## src/rtl/punc_debug_dumper_if.sv

```systemverilog
// Output word stream of the PUnC debug dumper.
// Handshake: the master raises out_valid with out_data/out_tag and holds all
// three stable until a cycle in which out_valid & out_ready are both high; that
// cycle transfers the word. out_ready while out_valid is low has no effect.
interface punc_debug_dumper_if;
  logic        out_valid;
  logic        out_ready;
  logic [15:0] out_data;
  logic [1:0]  out_tag;

  modport master (
    output out_valid,
    output out_data,
    output out_tag,
    input  out_ready
  );

  modport slave (
    input  out_valid,
    input  out_data,
    input  out_tag,
    output out_ready
  );
endinterface

```

## src/rtl/punc_debug_dumper.sv

```systemverilog
// Snapshot engine for the PUnC debug ports: on start it streams the PC,
// optionally R0..R7, then a window of memory, one tagged word at a time.
module punc_debug_dumper #(
  parameter int MEM_RD_LAT = 0,  // 0: combinational memory read, 1: registered
  parameter bit INCLUDE_RF = 1'b1
) (
  input  logic        clk,
  input  logic        rst,
  input  logic        start,
  input  logic [15:0] start_addr,
  input  logic [15:0] count,
  output logic [15:0] mem_debug_addr,
  input  logic [15:0] mem_debug_data,
  output logic [2:0]  rf_debug_addr,
  input  logic [15:0] rf_debug_data,
  input  logic [15:0] pc_debug_data,
  punc_debug_dumper_if.master out_if,
  output logic        busy,
  output logic        done,
  output logic [1:0]  dbg_state
);

  typedef enum logic [1:0] {
    S_IDLE    = 2'd0,
    S_FETCH   = 2'd1,
    S_PRESENT = 2'd2,
    S_DONE    = 2'd3
  } state_t;

  // Section encoding doubles as the output tag.
  typedef enum logic [1:0] {
    SEC_PC  = 2'b00,
    SEC_RF  = 2'b01,
    SEC_MEM = 2'b10
  } sec_t;

  // Value of wait_cnt on the cycle a memory word is valid.
  localparam logic WAIT_LAST = 1'(MEM_RD_LAT != 0);

  state_t      state, state_next;
  sec_t        section;
  logic [2:0]  rf_idx;
  logic [15:0] mem_addr;
  logic [15:0] remaining;
  logic        wait_cnt;
  logic [15:0] data_q;
  logic [1:0]  tag_q;

  logic        launch;
  logic        capture;
  logic        advance;
  logic        fetch_last;
  logic        last_word;
  logic [15:0] fetch_word;

  assign mem_debug_addr   = mem_addr;
  assign rf_debug_addr    = rf_idx;
  assign out_if.out_valid = (state == S_PRESENT);
  assign out_if.out_data  = data_q;
  assign out_if.out_tag   = tag_q;
  assign busy             = (state != S_IDLE);
  assign done             = (state == S_DONE);
  assign dbg_state        = state;

  // Source word selection, fetch completion and end-of-dump detection.
  always_comb begin
    fetch_word = pc_debug_data;
    fetch_last = 1'b1;
    last_word  = 1'b0;
    case (section)
      SEC_PC: begin
        fetch_word = pc_debug_data;
        last_word  = !INCLUDE_RF && (remaining == 16'd0);
      end
      SEC_RF: begin
        fetch_word = rf_debug_data;
        last_word  = (rf_idx == 3'd7) && (remaining == 16'd0);
      end
      SEC_MEM: begin
        fetch_word = mem_debug_data;
        fetch_last = (wait_cnt == WAIT_LAST);
        last_word  = (remaining == 16'd1);
      end
      default: begin
        fetch_word = pc_debug_data;
      end
    endcase
  end

  // Next-state logic and datapath strobes.
  always_comb begin
    state_next = state;
    launch     = 1'b0;
    capture    = 1'b0;
    advance    = 1'b0;
    case (state)
      S_IDLE: begin
        if (start) begin
          launch     = 1'b1;
          state_next = S_FETCH;
        end
      end
      S_FETCH: begin
        if (fetch_last) begin
          capture    = 1'b1;
          state_next = S_PRESENT;
        end
      end
      S_PRESENT: begin
        if (out_if.out_ready) begin
          advance    = 1'b1;
          state_next = last_word ? S_DONE : S_FETCH;
        end
      end
      S_DONE: begin
        state_next = S_IDLE;
      end
      default: begin
        state_next = S_IDLE;
      end
    endcase
  end

  // State register; reset aborts any dump in progress.
  always_ff @(posedge clk or posedge rst) begin
    if (rst) state <= S_IDLE;
    else     state <= state_next;
  end

  // Window registers, section walk and the presented word.
  always_ff @(posedge clk or posedge rst) begin
    if (rst) begin
      section   <= SEC_PC;
      rf_idx    <= 3'd0;
      mem_addr  <= 16'd0;
      remaining <= 16'd0;
      wait_cnt  <= 1'b0;
      data_q    <= 16'd0;
      tag_q     <= 2'b00;
    end else begin
      if (launch) begin
        section   <= SEC_PC;
        rf_idx    <= 3'd0;
        mem_addr  <= start_addr;
        remaining <= count;
        wait_cnt  <= 1'b0;
      end
      if (state == S_FETCH) begin
        if (capture) begin
          data_q   <= fetch_word;
          tag_q    <= section;
          wait_cnt <= 1'b0;
        end else begin
          wait_cnt <= wait_cnt + 1'b1;
        end
      end
      if (advance) begin
        case (section)
          SEC_PC: begin
            if (INCLUDE_RF) begin
              section <= SEC_RF;
              rf_idx  <= 3'd0;
            end else begin
              section <= SEC_MEM;
            end
          end
          SEC_RF: begin
            if (rf_idx == 3'd7) section <= SEC_MEM;
            else                rf_idx  <= rf_idx + 3'd1;
          end
          SEC_MEM: begin
            // 16-bit wrap is intended: FFFF is followed by 0000.
            mem_addr  <= mem_addr + 16'd1;
            remaining <= remaining - 16'd1;
          end
          default: section <= SEC_PC;
        endcase
      end
    end
  end

endmodule

```

## src/flat_wrapper.sv

```systemverilog
// flat-port wrapper written by rule: the top's interface ports become plain ports
module punc_debug_dumper_flat 
#(
  parameter int MEM_RD_LAT = 0,                                                
  parameter bit INCLUDE_RF = 1'b1
)
  (clk, rst, start, start_addr, count, mem_debug_addr, mem_debug_data, rf_debug_addr, rf_debug_data, pc_debug_data, busy, done, dbg_state, out_if_out_valid, out_if_out_data, out_if_out_tag, out_if_out_ready);
  punc_debug_dumper_if out_if_i ();
  input  logic clk;
  input  logic rst;
  input  logic start;
  input  logic [15:0] start_addr;
  input  logic [15:0] count;
  output logic [15:0] mem_debug_addr;
  input  logic [15:0] mem_debug_data;
  output logic [2:0] rf_debug_addr;
  input  logic [15:0] rf_debug_data;
  input  logic [15:0] pc_debug_data;
  output logic busy;
  output logic done;
  output logic [1:0] dbg_state;
  output wire logic [$bits(out_if_i.out_valid)-1:0] out_if_out_valid;
  output wire logic [$bits(out_if_i.out_data)-1:0] out_if_out_data;
  output wire logic [$bits(out_if_i.out_tag)-1:0] out_if_out_tag;
  input wire logic [$bits(out_if_i.out_ready)-1:0] out_if_out_ready;
  assign out_if_out_valid = out_if_i.out_valid;
  assign out_if_out_data = out_if_i.out_data;
  assign out_if_out_tag = out_if_i.out_tag;
  assign out_if_i.out_ready = out_if_out_ready;
  punc_debug_dumper #(.MEM_RD_LAT(MEM_RD_LAT), .INCLUDE_RF(INCLUDE_RF)) u_core (.clk(clk), .rst(rst), .start(start), .start_addr(start_addr), .count(count), .mem_debug_addr(mem_debug_addr), .mem_debug_data(mem_debug_data), .rf_debug_addr(rf_debug_addr), .rf_debug_data(rf_debug_data), .pc_debug_data(pc_debug_data), .out_if(out_if_i), .busy(busy), .done(done), .dbg_state(dbg_state));
endmodule
```

## config.mk

```make
export PLATFORM = sky130hd
export DESIGN_NAME = punc_debug_dumper_flat
export DESIGN_NICKNAME = d
export VERILOG_FILES = /design/src/rtl/punc_debug_dumper_if.sv /design/src/rtl/punc_debug_dumper.sv /design/src/flat_wrapper.sv
export SDC_FILE = /design/constraint.sdc
export NUM_CORES = 1
export LEC_CHECK = 0
export CORE_ASPECT_RATIO = 1.2
export CORE_MARGIN = 2
export CORE_UTILIZATION = 44
export DETAILED_ROUTE_END_ITERATION = 10
export GPL_ROUTABILITY_DRIVEN = 0
export GPL_TIMING_DRIVEN = 0
export PLACE_DENSITY = 0.78
export SETUP_SLACK_MARGIN = 0.05
export SYNTH_ARGS = -nofsm -noshare
export SYNTH_HDL_FRONTEND = slang
export SYNTH_SLANG_ARGS = --single-unit
```

## constraint.sdc

```tcl
create_clock -name clk -period 2.4 [get_ports clk]
set_input_delay 0.6 -clock clk [delete_from_list [all_inputs] [get_ports clk]]
set_output_delay 0.6 -clock clk [all_outputs]
set_load 0.05 [all_outputs]
```

# Yosys cells after proc, flatten, opt, wreduce, memory -nomap -nowiden
# Cells that the tools add are included.
# W data, S select, Z words.
[word_totals]
register_bits = 58
inputBits = 84
out_inout_bits = 42
elab_cells = 62
[classes]
n_addsub = 4
eq_ne = 10
mux = 31
n_bitwise = 1
n_reduce_logical = 8
[ops]
columns = ["op", "count"]
rows = [
  ["$mux W16", 6],
  ["$pmux W16 S2", 1],
  ["$add A16 B1 Y16 const B", 1],
  ["$eq A16 B1 Y1 const B", 1],
  ["$logic_not A16 Y1", 1],
  ["$sub A16 B1 Y16 const B", 1],
  ["$mux W2", 7],
  ["$mux W1", 10],
  ["$mux W3", 3],
  ["$pmux W2 S4", 1],
  ["$eq A2 B2 Y1 const B", 3],
  ["$pmux W2 S3", 1],
  ["$pmux W3 S2", 1],
  ["$eq A2 B1 Y1 const B", 2],
  ["$logic_not A2 Y1", 2],
  ["$ne A2 B1 Y1 const B", 2],
  ["$reduce_bool A2 Y1", 2],
  ["$add A3 B1 Y3 const B", 1],
  ["$eq A3 B3 Y1 const B", 1],
  ["$reduce_and A3 Y1", 1],
  ["$ne A2 B2 Y1 const B", 1],
  ["$pmux W1 S2", 1],
  ["$reduce_and A2 Y1", 1],
  ["$add A1 B1 Y1 const B", 1],
  ["2 further kinds", 2],
]

# Longest topological paths before layout
# Gate-level depths: netlist (run 1).
[logic_depth]
ltp_word = 6
mapped_depth = 8
depth_no_buf = 6

# Worst setup path before layout (run 1)
# No wires, ideal clock.
[synth_timing]
path_kind = "reg2reg"
startpoint = "reg u_core.state[1], in the netlist u_core.dbg_state[1]"
endpoint = "reg u_core.state[1], in the netlist u_core.dbg_state[1]"
setup_time_ns = 0.116
t_arrival_ns = 2.299
required_ns = 2.284
slack_ns = -0.015
path_stages_with_launch = 6
n_path_buf = 1
period_less_slack_ns = 2.415
path_cell_list = "dfrtp_1 -> buf_2 -> nor2b_1 -> nand4b_1 -> or4_1 -> o311ai_0"
[synth_between]
elab_chain_len = 3
elab_cells_between_ends = 9
classes_between = "6 x eq/ne; 1 x mux; 2 x reduce/logical"
[synth_rtl]
columns = ["item", "line_no", "text"]
rows = [
  ["from (decl)", "punc_debug_dumper.sv:40", "state_t state, state_next;"],
  ["from (signal assigned)", "punc_debug_dumper.sv:127", "else state <= state_next;"],
  ["$eq A2 B2 Y1 (*)", "--", ""],
  ["named net out_if_out_valid", "flat_wrapper.sv:22", "output wire logic [$bits(out_if_i.out_valid)-1:0] out_if_out_valid;"],
  ["$ne A2 B1 Y1 (no line)", "--", ""],
  ["$reduce_and A3 Y1 (no line)", "--", ""],
]
# The timed path passes the listed nets; every way through them passes the cells marked *.
# A chain may end at the register's enable or synchronous reset.

# Worst setup path after layout (run 1)
[layout_timing]
startpoint = "reg u_core.mem_addr[3], in the netlist u_core.mem_debug_addr[3]"
endpoint = "out mem_debug_addr[3]"
[layout_lines]
columns = ["item", "line_no", "text"]
rows = [
  ["from (decl)", "punc_debug_dumper.sv:43", "logic [15:0] mem_addr;"],
  ["from (signal assigned)", "punc_debug_dumper.sv:144", "mem_addr <= start_addr;"],
  ["from (signal assigned)", "punc_debug_dumper.sv:173", "mem_addr <= mem_addr + 16'd1;"],
  ["to (decl)", "flat_wrapper.sv:14", "output logic [15:0] mem_debug_addr;"],
]
# No word-level cell between the ends.

==> results.py, run 1 <==
metrics = {
    "min_path": {
        "hold_path.class": "flip-flop to flip-flop",
    },
    "worst_setup_path": {
        "required_ns": 1.80,
        "crit_path_end_kind": "output port",
        "crit_family": "buffers and inverters",
        "worstPathArrival_ns": 1.68,
        "crit_buf_inv": 1,
        "cpMaxStageDelayCell": "clkdlybuf4s50_1",
        "start_kind": "flip-flop",
        "crit_type": "flip-flop to output port",
        "worst-path-max-fanout": 8,
        "cpPeakStageDelay_ns": 0.86,
        "path_cells": "clkdlybuf4s50_1",
    },
    "clock_network": {
        "cts_max_level": 3,
        "cts_tree": "built",
        "cts_buffers": 9,
        "cts_root_buffer": "clkbuf_8",
        "clk-insertion-delay-late_ns": 0.34,
        "clk_pin_slew_worst_paths_ns": 0.06,
        "cts_max_path_buffers": 2,
        "cts_sinks": 58,
        "post_cts_buffers": 0,
    },
    "route": {
        "wl_per_cell_um": 17.6,
        "dr.first_iter.drc_count": 213,
        "firstDrtPassIters": 4,
        "routed_via_density": 5.73,
        "drc": 0,
        "antenna_left": 0,
        "vias": 3463,
        "finalWirelength_um": 10600,
    },
    "yosys": {
        "synth_seq_area_share_pct": 44.1,
        "ys_ff_latch": 58,
        "synth_area_um2": 3290,
        "async_reset_ff_share_pct": 100,
        "synthCells": 374,
        "syn-num-nets": 467,
        "synth_compound_area_share_pct": 24.4,
        "synthDistinctLibCells": 52,
        "synth-adder-area-share_pct": 3.42,
        "ys.flop_type": "dfrtp_1",
        "synth_warnings": 0,
        "synth_edf_count": 0,
        "synthXorXnorAreaFrac_pct": 0,
        "muxShareOfSynthArea_pct": 0.646,
        "avgSynthCellArea_um2": 8.81,
        "synth_top_family_by_area": "compound AO/OA/AOI/OAI gates",
        "synth_simple_gate_area_share_pct": 22.9,
    },
    "pwr": {
        "peakVddDrop_v": 0.000716,
        "power_density_nw_per_um2": 1230,
        "power_mw": 5.97,
        "p_leak_nw": 1.94,
    },
    "sta": {
        "relSlewSlack_pct": 55.3,
        "fin_crit_ns": 2.28,
        "drv_slew": 0,
        "period_share_pct": 94.9,
        "rsz0062_at_grt": "yes",
        "fmax_mhz": 439,
        "tns_ns": 0,
        "tightest_slew_ns": 0.670,
        "finalHoldViolCount": 0,
        "setup_viol": 0,
        "fin_skew_ns": 0.00792,
    },
    "finish": {
        "syn2layout_area_growth_pct": 46.7,
        "final_cell_mix": "clkdlybuf4s50_1, dfrtp_1, nand2_1",
        "drive_gt1_share_pct": 7.78,
        "fin_util_pct": 66.4,
        "antenna_cells": 0,
        "final_common_cell": "clkdlybuf4s50_1",
        "fin_nets": 603,
        "final_cells": 604,
        "fin_area_um2": 4830,
    },
    "place": {
        "dp_hpwl_um": 7950,
        "portBuffers": 125,
        "dp_cells": 590,
        "placed_area_um2": 4680,
    },
    "floorplanning": {
        "die_h_um": 98.8,
        "pin_count": 126,
        "die-area_um2": 8200,
        "initial_core_util_pct": 45.3,
        "row_count": 34,
        "die_w_um": 83.0,
        "core_area_um2": 7270,
    },
    "global_routing": {
        "overflow": 0,
        "antenna_found_initial": 0,
        "grt_usage_pct": 26.7,
        "grt_first_pass_wirelength_um": 17800,
        "grt_pass1_vias": 3604,
        "grt_max_degree": 43,
    },
    "outcome": {
        "status": "complete, no violations",
    },
    "job": {
        "max-cap-violations": 0,
    },
}
==> cell usage after synthesis, types with 3 or more instances <==
library cell	n	area [um2]
a21oi_1	13	65.1
a22o_1	3	26.3
nor4_1	4	25.0
inv_1	8	30.0
dfrtp_1	58	1450
nand3_1	6	30.0
and3_1	7	43.8
o22ai_1	5	31.3
or4_1	3	22.5
ha_1	9	113
nor3_1	13	65.1
and4_1	4	35.0
o21ai_0	39	195
a22oi_1	19	143
a211oi_1	18	135
nand2_1	48	180
buf_2	3	15.0
a311oi_1	7	61.3
nor2_1	41	154
clkbuf_1	22	82.6
==> flip-flops by register name, indices dropped and copies added, names as in the netlist <==
signal                  flops
u_core.mem_debug_addr      16
u_core.rf_debug_addr        3
u_core.dbg_state            2
u_core.remaining           16
u_core.section              2
u_core.out_if.out_data     16
u_core.wait_cnt             1
u_core.out_if.out_tag       2
==> power breakdown <==
part	switching, mW	total (mW)	leakage, nW	internal (mW)
clock network	0.383	0.744	0.0827	0.361
registers	0.412	1.82	0.690	1.41
logic	2.22	3.40	1.17	1.18
total	3.01	5.97	1.94	2.95
==> cell type report <==
type                            count  area (um2)
Clock buffer                       11         131
Inverter                            8        30.0
Sequential cell                    58        1450
Clock inverter                      4        20.0
Buffer                             26         124
Tap cell                           90         113
Fill cell                         619        2440
Timing Repair Buffer              126        1260
Multi-Input combinational cell    281        1700
==> metrics by stage <==
stage | hold WS (ns) | setup WS, ns
floorplan | 0.458 | 0.273
global placement | 0.464 | -0.738
detailed placement | 0.472 | -0.302
CTS | 0.486 | 0.00902
global route | 0.514 | 0.0358
finish | 0.481 | 0.122
==> routing by layer <==
metal	part of all wire, %	global-route usage [%]
met1	42	33.3
met2	48	45.0
met3	7.2	5.78
met4	2.7	11.3
met5	0	0
==> worst paths after layout <==
| path | from | to | slack, ns | depth (start not counted) |
|---|---|---|---|---|
| worst max-delay path | u_core.mem_debug_addr[3] | mem_debug_addr[3] | 0.12 | 1 |
| worst min-delay path | u_core.out_if.out_data[4] | u_core.out_if.out_data[4] | 0.48 | 2 |
| worst max register to register | u_core.section[0] | u_core.remaining[3] | 0.24 | 7 |
| worst min register to register | u_core.out_if.out_data[4] | u_core.out_if.out_data[4] | 0.48 | 2 |
| max in group asynchronous | rst | u_core.mem_debug_addr[7] | 1.26 | 3 |
| min in group asynchronous | rst | u_core.remaining[15] | 0.57 | 2 |
==> logic make-up (layout without fill, tap and decap cells) <==
kind of cell / count (synthesis) / count (layout)
compound gates: 121 / 121
fa+ha+maj: 9 / 9
buf+inv: 35 / 175
flops: 58 / 58
mux: 2 / 2
simple gates: 149 / 149
==> what timing repair did <==
action	CTS	global route
resized for setup	5	14
endpoints found under the hold margin	0	0
hold buffers	0	0
endpoints found under the setup margin	3	27
pin swaps	0	0
==> worst min-delay path, delay by kind of cell (launching register included) <==
kind	cells	cell delay (ns)
DFF	1	0.34
and+or+nand+nor	1	0.04
AOI/OAI and AO/OA	1	0.06
Note: power is estimated with default switching activity, not from simulation.
==> run 2: changes to the inputs <==
--- a/config.mk
+++ b/config.mk
@@ -16,3 +16,4 @@
 export SYNTH_ARGS = -nofsm -noshare
 export SYNTH_HDL_FRONTEND = slang
 export SYNTH_SLANG_ARGS = --single-unit
+export TNS_END_PERCENT = 100
==> results of run 2 <==
Same layout as run 1: the final DEF is identical, and so are final timing and power.
==> run 3: changes to the inputs <==
--- a/config.mk
+++ b/config.mk
@@ -7,11 +7,11 @@
 export LEC_CHECK = 0
 export CORE_ASPECT_RATIO = 1.2
 export CORE_MARGIN = 2
-export CORE_UTILIZATION = 44
+export CORE_UTILIZATION = 25
 export DETAILED_ROUTE_END_ITERATION = 10
 export GPL_ROUTABILITY_DRIVEN = 0
 export GPL_TIMING_DRIVEN = 0
-export PLACE_DENSITY = 0.78
+export PLACE_DENSITY = 0.49
 export SETUP_SLACK_MARGIN = 0.05
 export SYNTH_ARGS = -nofsm -noshare
 export SYNTH_HDL_FRONTEND = slang
==> run 3 against run 2 <==
Wire length increased by 11%. Utilization decreased by 27 points. Critical path depth unchanged. Cell count increased by 12%. Clock skew decreased by 0.0023 ns. First-iteration DRC count decreased by 32%. Global-route usage decreased by 9.7 points.
==> results.py, run 3 (same netlist as run 1, synthesis figures left out) <==
metrics = {
    "outcome": {
        "status": "complete, no violations",
    },
    "global_routing": {
        "grt_pass1_vias": 3551,
        "antenna_found_initial": 0,
        "grt_usage_pct": 17.1,
        "overflow": 0,
        "grt_max_degree": 31,
        "grt_first_pass_wirelength_um": 18600,
    },
    "worst_setup_path": {
        "cpPeakStageDelay_ns": 0.86,
        "crit_family": "buffers and inverters",
        "worstPathArrival_ns": 1.66,
        "path_cells": "clkdlybuf4s50_1",
        "start_kind": "flip-flop",
        "required_ns": 1.80,
        "crit_type": "flip-flop to output port",
        "crit_buf_inv": 1,
        "cpMaxStageDelayCell": "clkdlybuf4s50_1",
        "crit_path_end_kind": "output port",
        "worst-path-max-fanout": 8,
    },
    "job": {
        "max-cap-violations": 0,
    },
    "place": {
        "dp_cells": 664,
        "dp_hpwl_um": 8790,
        "portBuffers": 125,
    },
    "finish": {
        "final_common_cell": "clkdlybuf4s50_1",
        "fin_nets": 603,
        "n_fill_cell": 1335,
        "drive_gt1_share_pct": 9.32,
        "fin_util_pct": 39.8,
        "final_cell_mix": "clkdlybuf4s50_1, dfrtp_1, nand2_1",
        "antenna_cells": 0,
        "final_cells": 679,
        "syn2layout_area_growth_pct": 54.3,
    },
    "clock_network": {
        "cts_sinks": 58,
        "cts_max_path_buffers": 2,
        "cts_hold_buf": 0,
        "post_cts_buffers": 0,
        "cts_max_level": 3,
        "cts_tree": "built",
        "clk_pin_slew_worst_paths_ns": 0.05,
        "clk-insertion-delay-late_ns": 0.33,
        "cts_root_buffer": "clkbuf_16",
        "cts_buffers": 9,
    },
    "route": {
        "dr.first_iter.drc_count": 145,
        "firstDrtPassIters": 4,
        "antenna_left": 0,
        "drc": 0,
        "vias": 3456,
        "wl_per_cell_um": 17.4,
        "routed_via_density": 5.09,
        "finalWirelength_um": 11800,
    },
    "floorplanning": {
        "pin_count": 126,
        "row_count": 45,
        "die_w_um": 109,
        "initial_core_util_pct": 25.8,
        "die-area_um2": 14100,
        "core_area_um2": 12800,
        "die_h_um": 130,
    },
    "sta": {
        "relSlewSlack_pct": 53.2,
        "period_share_pct": 94.3,
        "finalHoldViolCount": 0,
        "tightest_slew_ns": 0.701,
        "drv_slew": 0,
        "rsz0062_at_grt": "no",
        "fin_crit_ns": 2.26,
        "fin_skew_ns": 0.00562,
        "fmax_mhz": 442,
        "setup_viol": 0,
        "tns_ns": 0,
        "finalHoldWorstSlack_ns": 0.476,
    },
    "pwr": {
        "power_mw": 6.55,
        "p_leak_nw": 2.03,
        "peakVddDrop_v": 0.000577,
        "power_density_nw_per_um2": 1290,
    },
    "min_path": {
        "hold_path.class": "flip-flop to flip-flop",
    },
}
-- run 3: per-stage QoR --
step | instance area [um2] | setup slack (ns)
after floorplan | 3300 | 0.273
after global placement | 4750 | -0.980
after detailed placement | 4770 | -0.319
after CTS | 5080 | 0.0109
after global routing | 5080 | 0.0641
final | 5080 | 0.137
-- run 3: repair_timing --
| action | CTS | global route |
|---|---|---|
| pin swaps | 0 | 1 |
| endpoints found under the setup margin | 4 | 35 |
| gates resized for setup | 9 | 23 |
-- run 3: routing by layer --
layer,share of wire (%),up-vias,GRT usage [%],wire length [um]
met1,44,1651,21.4,5260
met5,0,-,0,0
li1,-,1669,-,-
met2,47,127,28.9,5590
met4,0.84,0,5.20,100
met3,7.6,9,4.40,895
-- run 3: area by class of cell --
type,count,area (um2),share of cell area (%)
buffer,26,131,2.58
clock buffer,11,243,4.77
clock inverter,5,53.8,1.06
inverter,8,30.0,0.591
multi-input combinational,281,1700,33.5
sequential,58,1450,28.5
tap,164,205,4.04
timing repair buffer,126,1270,25.0
-- run 3: power breakdown --
group	total [mW]	internal (mW)	switching, mW
Clock	1.29	0.828	0.466
Combinational	3.42	1.19	2.23
Sequential	1.84	1.41	0.422
Total	6.55	3.43	3.12
-- run 3: path summary, 6_finish.rpt --
kind | startpoint | endpoint | slack [ns] | cells after the start
hold reg to reg | u_core.out_if.out_data[3] | u_core.out_if.out_data[3] | 0.48 | 2
hold / removal | u_core.out_if.out_data[3] | u_core.out_if.out_data[3] | 0.48 | 2
setup / recovery | u_core.mem_debug_addr[3] | mem_debug_addr[3] | 0.14 | 1
min in group asynchronous | rst | u_core.out_if.out_data[1] | 0.71 | 2
max in group asynchronous | rst | u_core.mem_debug_addr[12] | 1.07 | 3
setup reg to reg | u_core.remaining[0] | u_core.remaining[10] | 0.22 | 6
